[src/rtl/imem_fetch_sequencer_pkg.sv]
// Shared types and constants for the instruction fetch sequencer.
package fetch_pkg;

    // Sequencer operating states
    typedef enum logic [1:0] {
        ST_IDLE = 2'd0,
        ST_LOAD = 2'd1,
        ST_RUN  = 2'd2
    } state_e;

    // Instruction presented on IF/ID whenever the slot is not live
    localparam logic [15:0] NOP_INSTR = 16'hBF00;

    // Default instruction memory depth in words
    localparam int DEPTH_DEFAULT = 128;

    // Saturating increment used by the fetch counter
    function automatic logic [15:0] sat_inc16(input logic [15:0] v);
        return (v == 16'hFFFF) ? v : v + 16'd1;
    endfunction

endpackage

[src/rtl/imem_fetch_sequencer_if.sv]
// Bundle of control, loader, memory-port and IF/ID signals around the sequencer.
interface imem_fetch_sequencer_if #(
    parameter int ADDR_W  = 16,
    parameter int INSTR_W = 16
);
    // Pipeline control
    logic               start;
    logic               halt;
    logic               stall;
    logic               redirect_valid;
    logic [ADDR_W-1:0]  redirect_pc;
    // Program loader
    logic               loader_req;
    logic               loader_we;
    logic [ADDR_W-1:0]  loader_addr;
    logic [INSTR_W-1:0] loader_data;
    // Instruction memory port
    logic [ADDR_W-1:0]  mem_addr;
    logic               mem_we;
    logic [INSTR_W-1:0] mem_wdata;
    logic [INSTR_W-1:0] mem_rdata;
    // IF/ID and status
    logic [ADDR_W-1:0]  if_pc;
    logic [INSTR_W-1:0] if_instr;
    logic               if_valid;
    logic               busy;
    logic               load_err;
    logic [15:0]        fetch_count;

    // Sequencer side
    modport master (
        input  start, halt, stall, redirect_valid, redirect_pc,
        input  loader_req, loader_we, loader_addr, loader_data,
        input  mem_rdata,
        output mem_addr, mem_we, mem_wdata,
        output if_pc, if_instr, if_valid, busy, load_err, fetch_count
    );

    // Surrounding pipeline / memory / loader side
    modport slave (
        output start, halt, stall, redirect_valid, redirect_pc,
        output loader_req, loader_we, loader_addr, loader_data,
        output mem_rdata,
        input  mem_addr, mem_we, mem_wdata,
        input  if_pc, if_instr, if_valid, busy, load_err, fetch_count
    );

endinterface

[src/rtl/imem_fetch_sequencer_pc_reg.sv]
// Program counter with load / increment / hold, always kept modulo DEPTH.
module imem_pc_reg #(
    parameter int ADDR_W   = 16,
    parameter int DEPTH    = 128,
    parameter int RESET_PC = 0
) (
    input  logic              clk,
    input  logic              rst,
    input  logic              load_i,
    input  logic [ADDR_W-1:0] load_val_i,
    input  logic              inc_i,
    output logic [ADDR_W-1:0] pc_o
);
    // DEPTH is a power of two, so masking is the modulo operation
    localparam logic [ADDR_W-1:0] PC_MASK = ADDR_W'(DEPTH - 1);

    logic [ADDR_W-1:0] pc_q;
    logic [ADDR_W-1:0] pc_d;

    // Next PC: load beats increment, otherwise hold
    always_comb begin
        pc_d = pc_q;
        if (load_i) begin
            pc_d = load_val_i & PC_MASK;
        end else if (inc_i) begin
            pc_d = (pc_q + ADDR_W'(1)) & PC_MASK;
        end
    end

    // PC register
    always_ff @(posedge clk) begin
        if (rst) begin
            pc_q <= ADDR_W'(RESET_PC) & PC_MASK;
        end else begin
            pc_q <= pc_d;
        end
    end

    assign pc_o = pc_q;

endmodule

[src/rtl/imem_fetch_sequencer.sv]
// Owns the instruction memory port: loader writes in LOAD, PC fetches in RUN,
// and produces the registered IF/ID instruction with stall/redirect/halt.
module imem_fetch_sequencer
    import fetch_pkg::*;
#(
    parameter int ADDR_W   = 16,
    parameter int INSTR_W  = 16,
    parameter int DEPTH    = DEPTH_DEFAULT,
    parameter int RESET_PC = 0
) (
    input  logic            clk,
    input  logic            rst,
    imem_fetch_sequencer_if.master bus
);
    localparam logic [INSTR_W-1:0] NOP = INSTR_W'(NOP_INSTR);

    state_e             state_q;
    state_e             state_d;

    logic               pc_load;
    logic [ADDR_W-1:0]  pc_load_val;
    logic               pc_inc;
    logic [ADDR_W-1:0]  pc;

    logic               advance;
    logic               squash;
    logic               start_run;
    logic               in_load;

    logic [ADDR_W-1:0]  if_pc_q;
    logic [INSTR_W-1:0] if_instr_q;
    logic               if_valid_q;
    logic [15:0]        fetch_count_q;
    logic               load_err_q;

    // Next state and per-cycle fetch decisions (halt > redirect > stall > advance)
    always_comb begin
        state_d     = state_q;
        pc_load     = 1'b0;
        pc_load_val = ADDR_W'(RESET_PC);
        pc_inc      = 1'b0;
        advance     = 1'b0;
        squash      = 1'b0;
        start_run   = 1'b0;
        case (state_q)
            ST_IDLE: begin
                if (bus.loader_req) begin
                    state_d = ST_LOAD;
                end else if (bus.start) begin
                    state_d   = ST_RUN;
                    start_run = 1'b1;
                    pc_load   = 1'b1;
                end
            end
            ST_LOAD: begin
                if (!bus.loader_req) begin
                    state_d = ST_IDLE;
                end
            end
            ST_RUN: begin
                if (bus.halt) begin
                    state_d = ST_IDLE;
                    squash  = 1'b1;
                end else if (bus.redirect_valid) begin
                    squash      = 1'b1;
                    pc_load     = 1'b1;
                    pc_load_val = bus.redirect_pc;
                end else if (!bus.stall) begin
                    advance = 1'b1;
                    pc_inc  = 1'b1;
                end
            end
            default: begin
                state_d = ST_IDLE;
            end
        endcase
    end

    // State register
    always_ff @(posedge clk) begin
        if (rst) begin
            state_q <= ST_IDLE;
        end else begin
            state_q <= state_d;
        end
    end

    imem_pc_reg #(
        .ADDR_W   (ADDR_W),
        .DEPTH    (DEPTH),
        .RESET_PC (RESET_PC)
    ) u_pc_reg (
        .clk        (clk),
        .rst        (rst),
        .load_i     (pc_load),
        .load_val_i (pc_load_val),
        .inc_i      (pc_inc),
        .pc_o       (pc)
    );

    // IF/ID slot, fetch counter and loader-misuse flag
    always_ff @(posedge clk) begin
        if (rst) begin
            if_pc_q       <= '0;
            if_instr_q    <= NOP;
            if_valid_q    <= 1'b0;
            fetch_count_q <= '0;
            load_err_q    <= 1'b0;
        end else begin
            load_err_q <= (state_q == ST_RUN) && (bus.loader_req || bus.loader_we);
            if (start_run) begin
                fetch_count_q <= '0;
            end else if (advance) begin
                fetch_count_q <= sat_inc16(fetch_count_q);
            end
            if (squash) begin
                if_valid_q <= 1'b0;
                if_instr_q <= NOP;
            end else if (advance) begin
                if_instr_q <= bus.mem_rdata;
                if_pc_q    <= pc;
                if_valid_q <= 1'b1;
            end
        end
    end

    // Memory port mux; the write strobe is also killed by reset so an
    // aborted load never lands a write on the reset edge
    assign in_load       = (state_q == ST_LOAD);
    assign bus.mem_addr  = in_load ? bus.loader_addr : pc;
    assign bus.mem_we    = in_load && bus.loader_we && !rst;
    assign bus.mem_wdata = in_load ? bus.loader_data : '0;

    assign bus.if_pc       = if_pc_q;
    assign bus.if_instr    = if_instr_q;
    assign bus.if_valid    = if_valid_q;
    assign bus.busy        = (state_q != ST_IDLE);
    assign bus.load_err    = load_err_q;
    assign bus.fetch_count = fetch_count_q;

endmodule

[src/flat_wrapper.sv]
// flat-port wrapper written by rule: the top's interface ports become plain ports
module imem_fetch_sequencer_flat import fetch_pkg::*;
#(
    parameter int ADDR_W   = 16,
    parameter int INSTR_W  = 16,
    parameter int DEPTH    = DEPTH_DEFAULT,
    parameter int RESET_PC = 0
)
  (clk, rst, bus_start, bus_halt, bus_stall, bus_redirect_valid, bus_redirect_pc, bus_loader_req, bus_loader_we, bus_loader_addr, bus_loader_data, bus_mem_rdata, bus_mem_addr, bus_mem_we, bus_mem_wdata, bus_if_pc, bus_if_instr, bus_if_valid, bus_busy, bus_load_err, bus_fetch_count);
  imem_fetch_sequencer_if #(.ADDR_W(ADDR_W), .INSTR_W(INSTR_W)) bus_i ();
  input  logic clk;
  input  logic rst;
  input wire logic [$bits(bus_i.start)-1:0] bus_start;
  input wire logic [$bits(bus_i.halt)-1:0] bus_halt;
  input wire logic [$bits(bus_i.stall)-1:0] bus_stall;
  input wire logic [$bits(bus_i.redirect_valid)-1:0] bus_redirect_valid;
  input wire logic [$bits(bus_i.redirect_pc)-1:0] bus_redirect_pc;
  input wire logic [$bits(bus_i.loader_req)-1:0] bus_loader_req;
  input wire logic [$bits(bus_i.loader_we)-1:0] bus_loader_we;
  input wire logic [$bits(bus_i.loader_addr)-1:0] bus_loader_addr;
  input wire logic [$bits(bus_i.loader_data)-1:0] bus_loader_data;
  input wire logic [$bits(bus_i.mem_rdata)-1:0] bus_mem_rdata;
  output wire logic [$bits(bus_i.mem_addr)-1:0] bus_mem_addr;
  output wire logic [$bits(bus_i.mem_we)-1:0] bus_mem_we;
  output wire logic [$bits(bus_i.mem_wdata)-1:0] bus_mem_wdata;
  output wire logic [$bits(bus_i.if_pc)-1:0] bus_if_pc;
  output wire logic [$bits(bus_i.if_instr)-1:0] bus_if_instr;
  output wire logic [$bits(bus_i.if_valid)-1:0] bus_if_valid;
  output wire logic [$bits(bus_i.busy)-1:0] bus_busy;
  output wire logic [$bits(bus_i.load_err)-1:0] bus_load_err;
  output wire logic [$bits(bus_i.fetch_count)-1:0] bus_fetch_count;
  assign bus_i.start = bus_start;
  assign bus_i.halt = bus_halt;
  assign bus_i.stall = bus_stall;
  assign bus_i.redirect_valid = bus_redirect_valid;
  assign bus_i.redirect_pc = bus_redirect_pc;
  assign bus_i.loader_req = bus_loader_req;
  assign bus_i.loader_we = bus_loader_we;
  assign bus_i.loader_addr = bus_loader_addr;
  assign bus_i.loader_data = bus_loader_data;
  assign bus_i.mem_rdata = bus_mem_rdata;
  assign bus_mem_addr = bus_i.mem_addr;
  assign bus_mem_we = bus_i.mem_we;
  assign bus_mem_wdata = bus_i.mem_wdata;
  assign bus_if_pc = bus_i.if_pc;
  assign bus_if_instr = bus_i.if_instr;
  assign bus_if_valid = bus_i.if_valid;
  assign bus_busy = bus_i.busy;
  assign bus_load_err = bus_i.load_err;
  assign bus_fetch_count = bus_i.fetch_count;
  imem_fetch_sequencer #(.ADDR_W(ADDR_W), .INSTR_W(INSTR_W), .DEPTH(DEPTH), .RESET_PC(RESET_PC)) u_core (.clk(clk), .rst(rst), .bus(bus_i));
endmodule
[config.mk]
export PLATFORM = sky130hd
export DESIGN_NAME = imem_fetch_sequencer_flat
export DESIGN_NICKNAME = d
export VERILOG_FILES = /design/src/rtl/imem_fetch_sequencer_pkg.sv /design/src/rtl/imem_fetch_sequencer_if.sv /design/src/rtl/imem_fetch_sequencer_pc_reg.sv /design/src/rtl/imem_fetch_sequencer.sv /design/src/flat_wrapper.sv
export SDC_FILE = /design/constraint.sdc
export NUM_CORES = 1
export LEC_CHECK = 0
export CAP_MARGIN = 25
export CORE_AREA = 4 4 88 90
export CTS_BUF_LIST = sky130_fd_sc_hd__clkbuf_8
export CTS_CLUSTER_DIAMETER = 30
export CTS_CLUSTER_SIZE = 40
export DETAILED_ROUTE_END_ITERATION = 8
export DIE_AREA = 0 0 92 94
export PLACE_DENSITY_LB_ADDON = 0.1
export RECOVER_POWER = 100
export SLEW_MARGIN = 20
export SYNTH_ARGS = -nofsm -noshare
export SYNTH_HDL_FRONTEND = slang
export SYNTH_HIERARCHICAL = 1
export SYNTH_SLANG_ARGS = --single-unit
export TNS_END_PERCENT = 5
[constraint.sdc]
create_clock -name clk -period 6.95 [get_ports clk]
set_input_delay 2.085 -clock clk [delete_from_list [all_inputs] [get_ports clk]]
set_output_delay 2.085 -clock clk [all_outputs]
set_load 0.05 [all_outputs]
==> impl_metrics.yaml, run 1 <==
synthesis:
  syn-instance-count: 358
  syn_area_sq_um: 2958
  syn_avg_cell_area_sq_um: 8.262
  yosysWarnings: 6
worst_setup_path:
  cpPeakStageDelay_ns: 0.89
  start_kind: "primary input"
  path_max_fanout: 2
  critPathKind: "primary input to output pin"
  crit_path_cell_trace: "dlygate4sd3_1, and3b_1, dlygate4sd3_1"
  cpMostUsedCell: "dlygate4sd3_1"
  slowest_stage: "dlygate4sd3_1"
  cp.required_ns: 4.87
  cp.arrival_ns: 3.78
  crit_path_end_kind: "output pin"
  reg2regPathDepth: 6
clock_tree:
  clock_latency_ns: 0.34
  postCtsSetupBuffers: 0
  cts_tree: "built"
  cts_num_sinks: 59
  path_clk_slew_ns: 0.07
  cts_hold_buf: 0
  cts_root_buf: "clkbuf_8"
  cts-resized-gates: 0
  cts_max_level: 3
  clockBufferDepth: 2
  numCtsBuffers: 9
floorplanning:
  io_pins: 156
  core_area_sq_um: 7059
  die_w_um: 92
  dieArea_sq_um: 8648
  die_y_um: 94
  initial_core_util_pct: 41.90
  rows: 31
min_path:
  holdPathStages: 2
  hold_path_class: "flop to flop"
timing:
  rsz0062_at_grt: "false"
  setup_violations: 0
  setup_slack_ns: 1.090
  worst_pin_slew_ns: 1.794
  slew_headroom_pct: -19.57
  setup_tns_ns: 0
  slew_viol_final: 43
  fin_crit_sh_pct: 84.32
  finClkSkew_ns: 0.005644
  fmax_mhz: 170.6
  min_period_ns: 5.860
  hold_viol: 0
routing:
  routed_wl_mm: 8.666
  route.detailed.drc: 0
  first_pass_iters: 4
  detail-route-antenna-nets: 0
  via_per_inst: 4.968
  vias: 2981
  drt_iter0_drc: 85
  wire_per_inst_um: 14.44
final_layout:
  fin_area_sq_um: 4646
  diodes: 0
  area.sequential_sq_um: 1181
  final_layout_size_suffix_gt1_share_pct: 8.982
  fin_util_pct: 65.81
  fillCellCount: 618
  area_growth_pct: 57.06
  instances_no_fill: 600
  multi_input_area_sq_um: 1608
  fin_nets: 570
global_route:
  grt_busiest_layer: "met2"
  use_met1_pct: 23.73
  grt_use_met3_pct: 5.849
  grt_pass1_vias: 2868
  grt_use_met2_pct: 34.18
  track_usage_pct: 19.99
  grt-ovfl-total: 0
  grt_pass1_wl_mm: 13.89
  grt_max_degree: 43
  antenna_found_initial: 0
run_status:
  violations: "capacitance limit, slew limit"
  outcome: "finished, violations left"
power_and_ir_drop:
  power_leakage_nw: 1.909
  p_per_area_nw_per_um2: 187.5
  ir_worst_vdd_uv: 109.7
place:
  gp_congestion: 0.8294
  dp_hpwl_mm: 6.342
  post-place-ws_ns: 1.243
  place_inst: 584
  numPortBuffers: 146
  placed_area_sq_um: 4428
flow_run:
  cap_violations: 1
==> worst max-delay path: cells and delay by family <==
family	cells	cell delay, ns
buffers and inverters	2	1.47
and+or+nand+nor	1	0.21
==> worst paths after layout <==
| path | start | slack (ns) | to |
|---|---|---|---|
| worst min-delay path | u_core/bus.if_instr[1] | 0.45 | u_core/bus.if_instr[1] |
| worst min register to register | u_core/bus.if_instr[1] | 0.45 | u_core/bus.if_instr[1] |
| worst max-delay path | rst | 1.09 | bus_mem_we |
| worst max register to register | u_core/state_q[1] | 3.08 | u_core/u_pc_reg/pc_o[5] |
==> flip-flops by register name, summed over array words and instances, names as in the netlist <==
register                cells
u_core/bus.if_instr        16
u_core/bus.if_pc           16
u_core/bus.fetch_count     16
u_core/bus.load_err         1
u_core/state_q              2
u_core/bus.if_valid         1
u_core/u_pc_reg/pc_o        7
==> report_power, final <==
part	total (W)	internal [W]	switching, W
clock	0.000379	0.000245	0.000134
combinational	0.000145	0.0000635	0.0000814
sequential	0.000347	0.000342	0.00000498
total	0.000871	0.000651	0.000220
==> layout make-up <==
type | count | area share, %
flip-flops and latches | 59 | 25.42
inverters | 6 | 0.4848
clock inverters | 6 | 2.235
repair buffers | 148 | 31.62
multi-input cells | 272 | 34.61
clock buffers | 10 | 2.963
well taps | 99 | 2.666
==> cell usage in the layout (no fill, tap or decap), drive strengths merged, types with 4 or more instances in the layout <==
| cell | count |
|---|---|
| a211oi | 6 |
| a21oi | 38 |
| and2 | 17 |
| and3 | 10 |
| and4 | 4 |
| clkbuf | 12 |
| clkdlybuf4s50 | 60 |
| conb | 9 |
| dfxtp | 59 |
| dlygate4sd3 | 86 |
| inv | 7 |
| mux2 | 17 |
| nand2 | 78 |
| nand3 | 14 |
| nand4 | 7 |
| nor2 | 12 |
| nor3b | 4 |
| o21ai | 5 |
| o31ai | 6 |
| or3 | 7 |
| or4 | 6 |
| xor2 | 4 |
==> metal layers <==
layer | share of wire, % | up-vias
li1 | - | 1511
met1 | 43 | 1366
met2 | 49 | 94
met3 | 6.3 | 10
met4 | 1.5 | 0
met5 | 0 | -
==> through the flow <==
stage / total power (W) / hold WS (ns)
finish: 0.0008713 / 0.4503
global route: 0.0009036 / 0.4699
CTS: 0.0008860 / 0.4556
detailed placement: 0.0005067 / 0.4461
global placement: 0.0005053 / 0.4417
floorplan: 0.0004428 / 0.4476
Note: power is estimated with default switching activity, not from simulation.
==> inputs of run 2 (changes only) <==
--- a/config.mk
+++ b/config.mk
@@ -6,12 +6,12 @@
 export NUM_CORES = 1
 export LEC_CHECK = 0
 export CAP_MARGIN = 25
-export CORE_AREA = 4 4 88 90
+export CORE_AREA = 4 4 96 98
 export CTS_BUF_LIST = sky130_fd_sc_hd__clkbuf_8
 export CTS_CLUSTER_DIAMETER = 30
 export CTS_CLUSTER_SIZE = 40
 export DETAILED_ROUTE_END_ITERATION = 8
-export DIE_AREA = 0 0 92 94
+export DIE_AREA = 0 0 100 102
 export PLACE_DENSITY_LB_ADDON = 0.1
 export RECOVER_POWER = 100
 export SLEW_MARGIN = 20
==> constraint.sdc (replaced) <==
create_clock -name clk -period 4.7 [get_ports clk]
set_input_delay 1.41 -clock clk [delete_from_list [all_inputs] [get_ports clk]]
set_output_delay 1.41 -clock clk [all_outputs]
set_load 0.05 [all_outputs]
==> run 2 against run 1 <==
The run now ends clean. Sequential cell count stayed put. Global-route usage decreased by 2.8 points. Count of clock-buffer cells in the layout unchanged. Worst setup slack got worse by 0.70 ns. Wire length rose by 3.2%. Die area rose by 18%. Non-clock buffer count increased by 2. Critical path depth did not move. Sequential power is 48% higher. Clock skew fell by 0.00075 ns. Largest cell class unchanged.
==> impl_metrics.yaml, run 2 (same netlist as run 1, synthesis figures left out) <==
power_and_ir_drop:
  power_switching_w: 0.0003207
  ir_worst_vdd_uv: 129.4
  comb_power_share_pct: 18.4
  power_leakage_nw: 1.884
  swShare_pct: 27.29
  seq_power_share_pct: 43.7
  p_per_area_nw_per_um2: 255.0
  p_int_w: 0.0008545
  p_clk_share_pct: 38.0
floorplanning:
  die_y_um: 102
  io_pins: 156
  dieArea_sq_um: 10200
  core_area_sq_um: 8466
  rows: 34
  initial_core_util_pct: 34.94
  die_w_um: 100
global_route:
  grt-ovfl-total: 0
  grt_max_degree: 43
  grt_pass1_vias: 2872
  antenna_found_initial: 0
  track_usage_pct: 17.20
  grt_pass1_wl_mm: 14.18
final_layout:
  mostFrequentLayoutCell: "dlygate4sd3_1"
  final_layout_size_suffix_gt1_share_pct: 9.543
  fin_area_sq_um: 4609
  area.sequential_sq_um: 1181
  multi_input_area_sq_um: 1602
  fin_nets: 572
  final_cell_mix: "dlygate4sd3_1, nand2_1, clkdlybuf4s50_1"
  area_growth_pct: 55.84
  diodes: 0
  fillCellCount: 846
worst_setup_path:
  critPathKind: "primary input to output pin"
  start_kind: "primary input"
  path_max_fanout: 1
  reg2reg_from: "u_core/state_q[1]"
  rrSetupSlack_ns: 1.64
  reg2regPathDepth: 7
  crit_path_cell_trace: "clkdlybuf4s50_1, mux2_2, dlygate4sd3_1"
  cp.arrival_ns: 2.90
  cp_top_family: "buffers and inverters"
  reg2reg_to: "u_core/u_pc_reg/pc_o[1]"
  crit_path_end_kind: "output pin"
  critPathBufInv: 2
  cp.required_ns: 3.29
  slowest_stage: "dlygate4sd3_1"
  cpPeakStageDelay_ns: 0.88
  timing.critical_path.from: "bus_loader_addr[5]"
timing:
  min_period_ns: 4.311
  slew_headroom_pct: 2.216
  fin_crit_sh_pct: 91.73
  finClkSkew_ns: 0.004896
  slew_viol_final: 0
  hold_viol: 0
  setup_tns_ns: 0
  fmax_mhz: 232.0
  rsz0062_at_grt: "false"
  worst_pin_slew_ns: 1.467
  fin_hold_ws_ns: 0.4501
  setup_violations: 0
place:
  numPortBuffers: 146
  placed_area_sq_um: 4462
  gp_congestion: 0.7905
  dp_hpwl_mm: 6.676
run_status:
  outcome: "finished, final reports clean"
routing:
  via_per_inst: 4.917
  route.detailed.drc: 0
  detail-route-antenna-nets: 0
  routed_wl_mm: 8.943
  wire_per_inst_um: 14.64
  first_pass_iters: 4
  drt_iter0_drc: 137
  vias: 3004
min_path:
  holdPathStages: 2
  hold_path_class: "flop to flop"
  min_from: "u_core/bus.if_pc[10]"
  holdPathEnd: "u_core/bus.if_pc[10]"
clock_tree:
  cts_max_level: 3
  postCtsSetupBuffers: 0
  cts_tree: "built"
  path_clk_slew_ns: 0.06
  cts-resized-gates: 0
  cts_hold_buf: 0
  cts_num_sinks: 59
  clockBufferDepth: 2
  numCtsBuffers: 9
  clock_latency_ns: 0.32
  cts_root_buf: "clkbuf_8"
flow_run:
  cap_violations: 0
run 2: how the worst max path moves through the flow:
| stage | cells after the start | end | slack [ns] |
|---|---|---|---|
| 2_1_floorplan | 3 | bus_mem_we | 1.01 |
| 3_3_place_gp | 3 | bus_mem_addr[5] | 0.45 |
| 3_5_place_dp | 3 | bus_mem_addr[5] | 0.45 |
| 4_1_cts | 3 | bus_mem_addr[5] | 0.45 |
| 5_1_grt | 8 | u_core/u_pc_reg/pc_o[1] | 0.25 |
| 6_report | 3 | bus_mem_addr[5] | 0.39 |
run 2: metrics by stage:
step / setup slack (ns) / total power, W / std cells / utilization (%)
2_1_floorplan: 1.008 / 0.0006548 / 366 / -
3_3_place_gp: 0.4544 / 0.0007508 / 595 / 52.70
3_5_place_dp: 0.4540 / 0.0007529 / 595 / 52.70
4_1_cts: 0.4484 / 0.001202 / 611 / 55.00
5_1_grt: 0.2519 / 0.001230 / 611 / 54.45
6_report: 0.3889 / 0.001175 / 611 / 54.45
run 2: worst reg2reg max path, stage by stage, from the launching register on:
cell and delay, ns:
dfxtp_1 0.42, nor3b_1 1.05, nand2_1 0.21, inv_2 0.34, buf_4 0.36, mux2_2 0.37, nand2_1 0.07, a21oi_1 0.06
run 2: cell type report:
type,instances,area share [%]
flip-flops and latches,59,25.62
repair buffers,150,32.00
inverters,6,0.4886
clock buffers,10,2.986
multi-input cells,272,34.74
well taps,108,2.932
clock inverters,6,1.221
run 2: layer usage:
layer	vias to the layer above	share of wire, %	wire length [um]	global-route usage, %
li1	1525	-	-	-
met1	1368	44	3920	22.31
met2	101	48	4272	28.07
met3	10	6.9	614	3.959
met4	0	1.5	136	6.425
met5	-	0	0	0
run 2: power groups by stage:
stage          Combinational (W)  Clock, W  Sequential, W
6_report                0.000216  0.000446       0.000513
5_1_grt                 0.000229  0.000487       0.000514
4_1_cts                 0.000229  0.000460       0.000514
3_5_place_dp            0.000228         0       0.000525
3_3_place_gp            0.000226         0       0.000525
2_1_floorplan           0.000126         0       0.000529
